===== config.mk =====
export PLATFORM = sky130hd
export DESIGN_NAME = baccarat_ctrl
export DESIGN_NICKNAME = d
export VERILOG_FILES = /design/src/rtl/baccarat_pkg.sv /design/src/rtl/dealer_draw_rule.sv /design/src/rtl/baccarat_ctrl.sv
export SDC_FILE = /design/constraint.sdc
export NUM_CORES = 1
export LEC_CHECK = 0
export ABC_AREA = 1
export CELL_PAD_IN_SITES_DETAIL_PLACEMENT = 1
export CELL_PAD_IN_SITES_GLOBAL_PLACEMENT = 2
export CORE_ASPECT_RATIO = 1.75
export CORE_UTILIZATION = 20
export CTS_CLUSTER_SIZE = 24
export DETAILED_ROUTE_END_ITERATION = 12
export GPL_TIMING_DRIVEN = 0
export PLACE_DENSITY = 0.94
export SLEW_MARGIN = 20
export SYNTH_ARGS = -nofsm -noshare
export SYNTH_HDL_FRONTEND = slang
export SYNTH_SLANG_ARGS = --single-unit
export TNS_END_PERCENT = 30

===== constraint.sdc =====
create_clock -name slow_clock -period 4.6 [get_ports slow_clock]
set_clock_uncertainty 0.2 [all_clocks]
set_input_delay 1.15 -clock slow_clock [delete_from_list [all_inputs] [get_ports slow_clock]]
set_output_delay 1.15 -clock slow_clock [all_outputs]
set_load 0.03 [all_outputs]

===== src/rtl/baccarat_pkg.sv =====
// rtl/baccarat_pkg.sv - shared types, thresholds and card value helper for the baccarat controller
package baccarat_pkg;

    localparam logic [3:0] NATURAL_MIN_DEF     = 4'd8;
    localparam logic [3:0] PLAYER_DRAW_MAX_DEF = 4'd5;
    localparam logic [3:0] DEALER_STAND_DEF    = 4'd7;

    typedef logic [3:0] score_t;
    typedef logic [3:0] rank_t;

    typedef enum logic [3:0] {
        S_RESET = 4'd0,
        S_P1    = 4'd1,
        S_D1    = 4'd2,
        S_P2    = 4'd3,
        S_D2    = 4'd4,
        S_EVAL  = 4'd5,
        S_P3    = 4'd6,
        S_D3    = 4'd7,
        S_DONE  = 4'd8
    } state_t;

    // Tens and face cards count as zero; the "none" rank 0 is also zero.
    function automatic score_t card_value(input rank_t rank);
        return (rank >= 4'd10) ? 4'd0 : rank;
    endfunction

endpackage


===== src/rtl/dealer_draw_rule.sv =====
// rtl/dealer_draw_rule.sv - dealer third-card decision from dealer score and player third-card value
module dealer_draw_rule
    import baccarat_pkg::*;
#(
    parameter logic [3:0] DEALER_STAND = DEALER_STAND_DEF
) (
    input  logic [3:0] i_dscore,
    input  logic [3:0] i_value,
    output logic       o_draw
);

    // Dealer tableau: the higher the dealer score, the narrower the band of player cards that still makes it draw.
    always_comb begin
        o_draw = 1'b0;
        if (i_dscore < DEALER_STAND) begin
            case (i_dscore)
                4'd0, 4'd1, 4'd2: o_draw = 1'b1;
                4'd3:             o_draw = (i_value != 4'd8);
                4'd4:             o_draw = (i_value >= 4'd2) && (i_value <= 4'd7);
                4'd5:             o_draw = (i_value >= 4'd4) && (i_value <= 4'd7);
                4'd6:             o_draw = (i_value >= 4'd6) && (i_value <= 4'd7);
                default:          o_draw = 1'b0;
            endcase
        end
    end

endmodule


===== src/rtl/baccarat_ctrl.sv =====
// rtl/baccarat_ctrl.sv - card load sequencer and winner decode for one baccarat round
module baccarat_ctrl
    import baccarat_pkg::*;
#(
    parameter logic [3:0] NATURAL_MIN     = NATURAL_MIN_DEF,
    parameter logic [3:0] PLAYER_DRAW_MAX = PLAYER_DRAW_MAX_DEF,
    parameter logic [3:0] DEALER_STAND    = DEALER_STAND_DEF
) (
    input  logic       slow_clock,
    input  logic       resetb,
    input  logic [3:0] pscore,
    input  logic [3:0] dscore,
    input  logic [3:0] pcard3,
    output logic       load_pcard1,
    output logic       load_pcard2,
    output logic       load_pcard3,
    output logic       load_dcard1,
    output logic       load_dcard2,
    output logic       load_dcard3,
    output logic       player_win_light,
    output logic       dealer_win_light,
    output logic       round_done
);

    state_t     r_state;
    state_t     w_next_state;
    logic [3:0] w_pvalue;
    logic       w_dealer_draw;

    assign w_pvalue = card_value(pcard3);

    dealer_draw_rule #(
        .DEALER_STAND (DEALER_STAND)
    ) u_dealer_draw_rule (
        .i_dscore (dscore),
        .i_value  (w_pvalue),
        .o_draw   (w_dealer_draw)
    );

    // State register; reset forces S_RESET immediately so no partial load escapes.
    always_ff @(posedge slow_clock or negedge resetb) begin
        if (!resetb) begin
            r_state <= S_RESET;
        end else begin
            r_state <= w_next_state;
        end
    end

    // Next state: fixed four-card deal, then third-card decisions from the datapath scores.
    always_comb begin
        w_next_state = S_RESET;
        case (r_state)
            S_RESET: w_next_state = S_P1;
            S_P1:    w_next_state = S_D1;
            S_D1:    w_next_state = S_P2;
            S_P2:    w_next_state = S_D2;
            S_D2:    w_next_state = S_EVAL;
            S_EVAL: begin
                if ((pscore >= NATURAL_MIN) || (dscore >= NATURAL_MIN)) begin
                    w_next_state = S_DONE;
                end else if (pscore <= PLAYER_DRAW_MAX) begin
                    w_next_state = S_P3;
                end else if (dscore <= PLAYER_DRAW_MAX) begin
                    w_next_state = S_D3;
                end else begin
                    w_next_state = S_DONE;
                end
            end
            // pcard3 and dscore here reflect the card loaded on the falling edge of this state.
            S_P3:    w_next_state = w_dealer_draw ? S_D3 : S_DONE;
            S_D3:    w_next_state = S_DONE;
            S_DONE:  w_next_state = S_DONE;
            default: w_next_state = S_RESET;
        endcase
    end

    // Output decode: one load enable per load state; lights compare the settled scores in S_DONE.
    always_comb begin
        load_pcard1      = 1'b0;
        load_pcard2      = 1'b0;
        load_pcard3      = 1'b0;
        load_dcard1      = 1'b0;
        load_dcard2      = 1'b0;
        load_dcard3      = 1'b0;
        player_win_light = 1'b0;
        dealer_win_light = 1'b0;
        round_done       = 1'b0;
        case (r_state)
            S_P1:   load_pcard1 = 1'b1;
            S_D1:   load_dcard1 = 1'b1;
            S_P2:   load_pcard2 = 1'b1;
            S_D2:   load_dcard2 = 1'b1;
            S_P3:   load_pcard3 = 1'b1;
            S_D3:   load_dcard3 = 1'b1;
            S_DONE: begin
                round_done       = 1'b1;
                player_win_light = (pscore >= dscore);
                dealer_win_light = (dscore >= pscore);
            end
            default: ;
        endcase
    end

endmodule


* Yosys cells after proc, flatten, opt, wreduce, memory -nomap -nowiden *
Cells that the tools add are included.

operators by class
  order comparisons = 12
  equality and inequality tests = 15
  reduce and logical (&&, ||, !) cells = 8
  muxes and demuxes = 17

operators with widths
  operator              count
  $pmux W4 S8           1
  $eq A4 B3 Y1 const B  7
  $mux W4               5
  $eq A4 B2 Y1 const B  4
  $ge A4 B4 Y1 const B  3
  $le A4 B3 Y1 const B  3
  $mux W1               10
  $eq A4 B1 Y1 const B  2
  $ge A4 B3 Y1 const B  2
  $ge A4 B4 Y1          2
  $logic_not A4 Y1      2
  $pmux W1 S5           1
  $eq A4 B4 Y1 const B  1
  $ge A4 B2 Y1 const B  1
  $lt A4 B3 Y1 const B  1
  $ne A4 B4 Y1 const B  1
  $logic_and A1 B1 Y1   3
  $reduce_or A3 Y1      1
  $reduce_or A2 Y1      1
  $logic_or A1 B1 Y1    1

storage, ports and cells
  bits in registers = 4
  logic and storage cells = 53

* Logic depth before layout (Yosys ltp) *
Gate-level depths: netlist of the first run.

  depth in word-level cells = 8
  mapped depth = 8

* By module *
From an unflattened synthesis of the first run, not the netlist that was laid out.

second synthesis, totals
  cells, all modules = 93
  area total of the unflattened synthesis = 560.5 µm²

modules (own cells, without submodules)
  module            area each (µm²)  cells each  times used
  baccarat_ctrl     490.5            77          1
  dealer_draw_rule  70.1             16          1

* Worst setup path after synthesis of the first run *
OpenSTA, ideal clock, no wires.

  path type = input -> output
  from = in pscore[1]
  to = out player_win_light
  setup slack = 1.046 ns
  stages = 7
  arrival time = 2.204 ns
  cell sequence = inv_1 -> ha_1 -> inv_1 -> o21bai_1 -> nand3_1 -> nand3_1 -> a21oi_1

between the ends
  longest elaborated chain between the ends = 2

RTL lines
  item                line                 RTL
  start: declaration  baccarat_ctrl.sv:11  input logic [3:0] pscore,
  $ge A4 B4 Y1        baccarat_ctrl.sv:97  player_win_light = (pscore >= dscore);
  $mux W1             baccarat_ctrl.sv:88  case (r_state)
  end: declaration    baccarat_ctrl.sv:20  output logic player_win_light,

Every way passes these cells.

* Worst setup path after layout of the first run *
  from = in pscore[1]
  to = out dealer_win_light

between the ends
  longest elaborated chain between the ends = 2

RTL lines
  item              line                 RTL
  $ge A4 B4 Y1      baccarat_ctrl.sv:98  dealer_win_light = (dscore >= pscore);
  $mux W1           baccarat_ctrl.sv:88
  end: declaration  baccarat_ctrl.sv:21  output logic dealer_win_light,

Every way passes these cells.

==> results.sh, run 1 <==
export IMPL_outcome="finished clean"
export IMPL_critPathSlowestCell="clkdlybuf4s50_1"
export IMPL_rsz0062_at_grt="no"
export IMPL_cp_cell_sequence="clkdlybuf4s50_1, inv_1, ha_1, inv_1, o21bai_1, nand3_1, nand4_1, nand2_1, inv_1, clkdlybuf4s50_1"
export IMPL_syn2layout_area_growth_pct=59.4
export IMPL_synth_cell_area_sq_um=459
export IMPL_wire_per_inst_um=10.7
export IMPL_vias_per_cell=4.74
export IMPL_cts_sinks=4
export IMPL_die_area_sq_um=2500
export IMPL_crit_fanout=2
export IMPL_grt_pass1_vias=561
export IMPL_avgSynthCellArea_sq_um=6.29
export IMPL_crit_required_ps=3250
export IMPL_ys_types=17
export IMPL_ys_seq_area_share_pct=21.8
export IMPL_placed_area_sq_um=709
export IMPL_cts_made_buffers=3
export IMPL_setup_viol=0
export IMPL_multi_input_area_sq_um=299
export IMPL_std_cell_rows=22
export IMPL_drive_gt1_share_pct=12.2
export IMPL_ys_flop_type="dfrtp_1"
export IMPL_synthMostInstantiatedCell="nand2_1"
export IMPL_fin_crit_ps=4410
export IMPL_hold_buffers=0
export IMPL_antenna_found_initial=0
export IMPL_hpwl_um=1170
export IMPL_grt_pass1_wl_um=2230
export IMPL_path_clk_slew_ps=40
export IMPL_rr_endpoint="r_state[3]"
export IMPL_cts_path_max_buffers=2
export IMPL_post_cts_setup_buffer_count=0
export IMPL_yosysWarnings=0
export IMPL_criticalPathCategory="in2out"
export IMPL_drt_total_wl_um=1310
export IMPL_hold_viol_final=0
export IMPL_synth_edf_count=0
export IMPL_tightest_slew_ps=331
export IMPL_io_pins=23
export IMPL_die_w_um=38.2
export IMPL_utilization_pct=34.5
export IMPL_fp_coreArea_sq_um=2120
export IMPL_design_area_sq_um=732
export IMPL_drv_slew=0
export IMPL_worstSkewPairLatency_ps=240
export IMPL_ctsResizeCount=0
export IMPL_postRouteAntennaNets=0
export IMPL_cp_common_cell="inv_1"
export IMPL_cts_tree="done"
export IMPL_dr_pass1_iters=4
export IMPL_grt_max_degree=6
export IMPL_drt_initial_drc_count=6
export IMPL_die_h_um=65.4
export IMPL_synthCells=73
export IMPL_io_buffers=22
export IMPL_r2r_start="r_state[1]"
export IMPL_hold_start="r_state[0]"
export IMPL_max_stage_delay_ps=660
export IMPL_synth_top_cells_by_count="nand2_1, inv_1, nand3_1"
export IMPL_ir_worst_vdd_uv=78.0
export IMPL_grt_ovfl_total=0
export IMPL_fin_ws_ps=186
export IMPL_gp_congestion=0.764
export IMPL_dpl_cell_count=119
export IMPL_max_freq_mhz=227
export IMPL_slew_headroom_pct=77.8
export IMPL_grt_usage_pct=12.7
export IMPL_start_util_pct=21.7
export IMPL_yosysTopAreaCellShare_pct=21.8
export IMPL_drc=0
export IMPL_reg_top3="r_state (4)"
export IMPL_seq_area_sq_um=100
export IMPL_crit_arrival_ps=3060
export IMPL_largest_register="r_state"
export IMPL_vias=578
export IMPL_nets=118
export IMPL_fill_cells=275
export IMPL_hold_end="r_state[3]"
export IMPL_cp_start_kind="primary input"
export IMPL_power_density_nw_per_um2=166
export IMPL_reg2reg_slack_ps=3300
export IMPL_min_path_type="reg2reg"
export IMPL_p_leak_nw=0.356
export IMPL_n_antenna_cell=0
export IMPL_synth_area_leaders="dfrtp_1, nand2_1, ha_1, inv_1, nand3_1"
export IMPL_htree_levels=1
export IMPL_ys_ff_latch=4
export IMPL_holdPathStages=3
export IMPL_place_ws_ps=167
export IMPL_cap_violations=0
export IMPL_ys_async_sr_fraction_pct=100
export IMPL_cp_end_kind="primary output"
export IMPL_setup_tns_ps=0
export IMPL_stdcell_count=122
export IMPL_r2r_worst_path_cells=5
export IMPL_period_share_pct=95.9
export IMPL_cts_root_buf="clkbuf_4"
export IMPL_synth_area_leader_cell="dfrtp_1"
export IMPL_synth_fp_nets=91
export IMPL_largest_register_ffs=4
-- through the flow --
stage / power [W] / hold slack [ps]
after floorplan: 0.0000557 / 427
after global placement: 0.0000761 / 478
after detailed placement: 0.0000775 / 493
after CTS: 0.000124 / 507
after global routing: 0.000130 / 558
final: 0.000121 / 499
-- where the power goes --
part	switching, W	internal (W)
Combinational	0.0000200	0.0000209
Sequential	0	0.0000354
Clock	0.0000156	0.0000293
Total	0.0000356	0.0000855
-- critical path: cells and delay by family --
kind / cells / cell delay, ps
adder cells (fa/ha/maj): 1 / 290
AO/OA/AOI/OAI: 1 / 110
buffers and inverters: 5 / 1270
AND/OR/NAND/NOR: 3 / 250
-- routing by layer --
metal | GRT usage (%) | routed length (um)
met1 | 11.4 | 425
met2 | 24.2 | 811
met3 | 2.70 | 48
met4 | 6.70 | 21
met5 | 0 | 0
-- cell type report --
class	count	share of cell area (%)
inverter	16	8.21
sequential	4	13.7
clock buffer	3	3.08
tap	24	4.10
timing repair buffer	22	30.1
multi-input combinational	53	40.9
-- how the worst max path moves through the flow --
stage / endpoint / from / cells past startpoint
after floorplan: player_win_light / pscore[1] / 7
after global placement: player_win_light / pscore[1] / 9
after detailed placement: dealer_win_light / pscore[1] / 10
after CTS: dealer_win_light / pscore[1] / 10
after global routing: player_win_light / pscore[1] / 9
final: dealer_win_light / pscore[1] / 10
-- logic make-up (layout without fill, tap and decap cells) --
| group | after synthesis | after routing | synth area share, % |
|---|---|---|---|
| adders and majority gates | 4 | 4 | 10.9 |
| buffers and inverters | 16 | 41 | 13.1 |
| and+or+nand+nor | 42 | 42 | 45.2 |
| DFF | 4 | 4 | 21.8 |
| AOI/OAI and AO/OA | 7 | 7 | 8.99 |
-- layout by cell type, fill, tap and decap left out --
master / synthesis / final
a21oi_1: 2 / 2
a31oi_1: 1 / 1
clkbuf_4: 0 / 3
clkdlybuf4s50_1: 0 / 22
dfrtp_1: 4 / 4
ha_1: 4 / 4
inv_1: 11 / 11
inv_2: 5 / 5
nand2_1: 16 / 16
nand2_4: 1 / 1
nand3_1: 8 / 8
nand3_2: 1 / 1
nand4_1: 4 / 4
nor2_1: 7 / 7
nor3_1: 3 / 3
nor3_2: 2 / 2
o21ai_0: 1 / 1
o21ai_1: 1 / 1
o21bai_1: 2 / 2
Power figures use the tool's default switching activity.
==> run 2: changes to the inputs <==
--- a/config.mk
+++ b/config.mk
@@ -6,6 +6,7 @@
 export NUM_CORES = 1
 export LEC_CHECK = 0
 export ABC_AREA = 1
+export CAP_MARGIN = 20
 export CELL_PAD_IN_SITES_DETAIL_PLACEMENT = 1
 export CELL_PAD_IN_SITES_GLOBAL_PLACEMENT = 2
 export CORE_ASPECT_RATIO = 1.75
==> results of run 2 <==
Same layout as run 1: the final DEF is identical, and so are final timing and power.
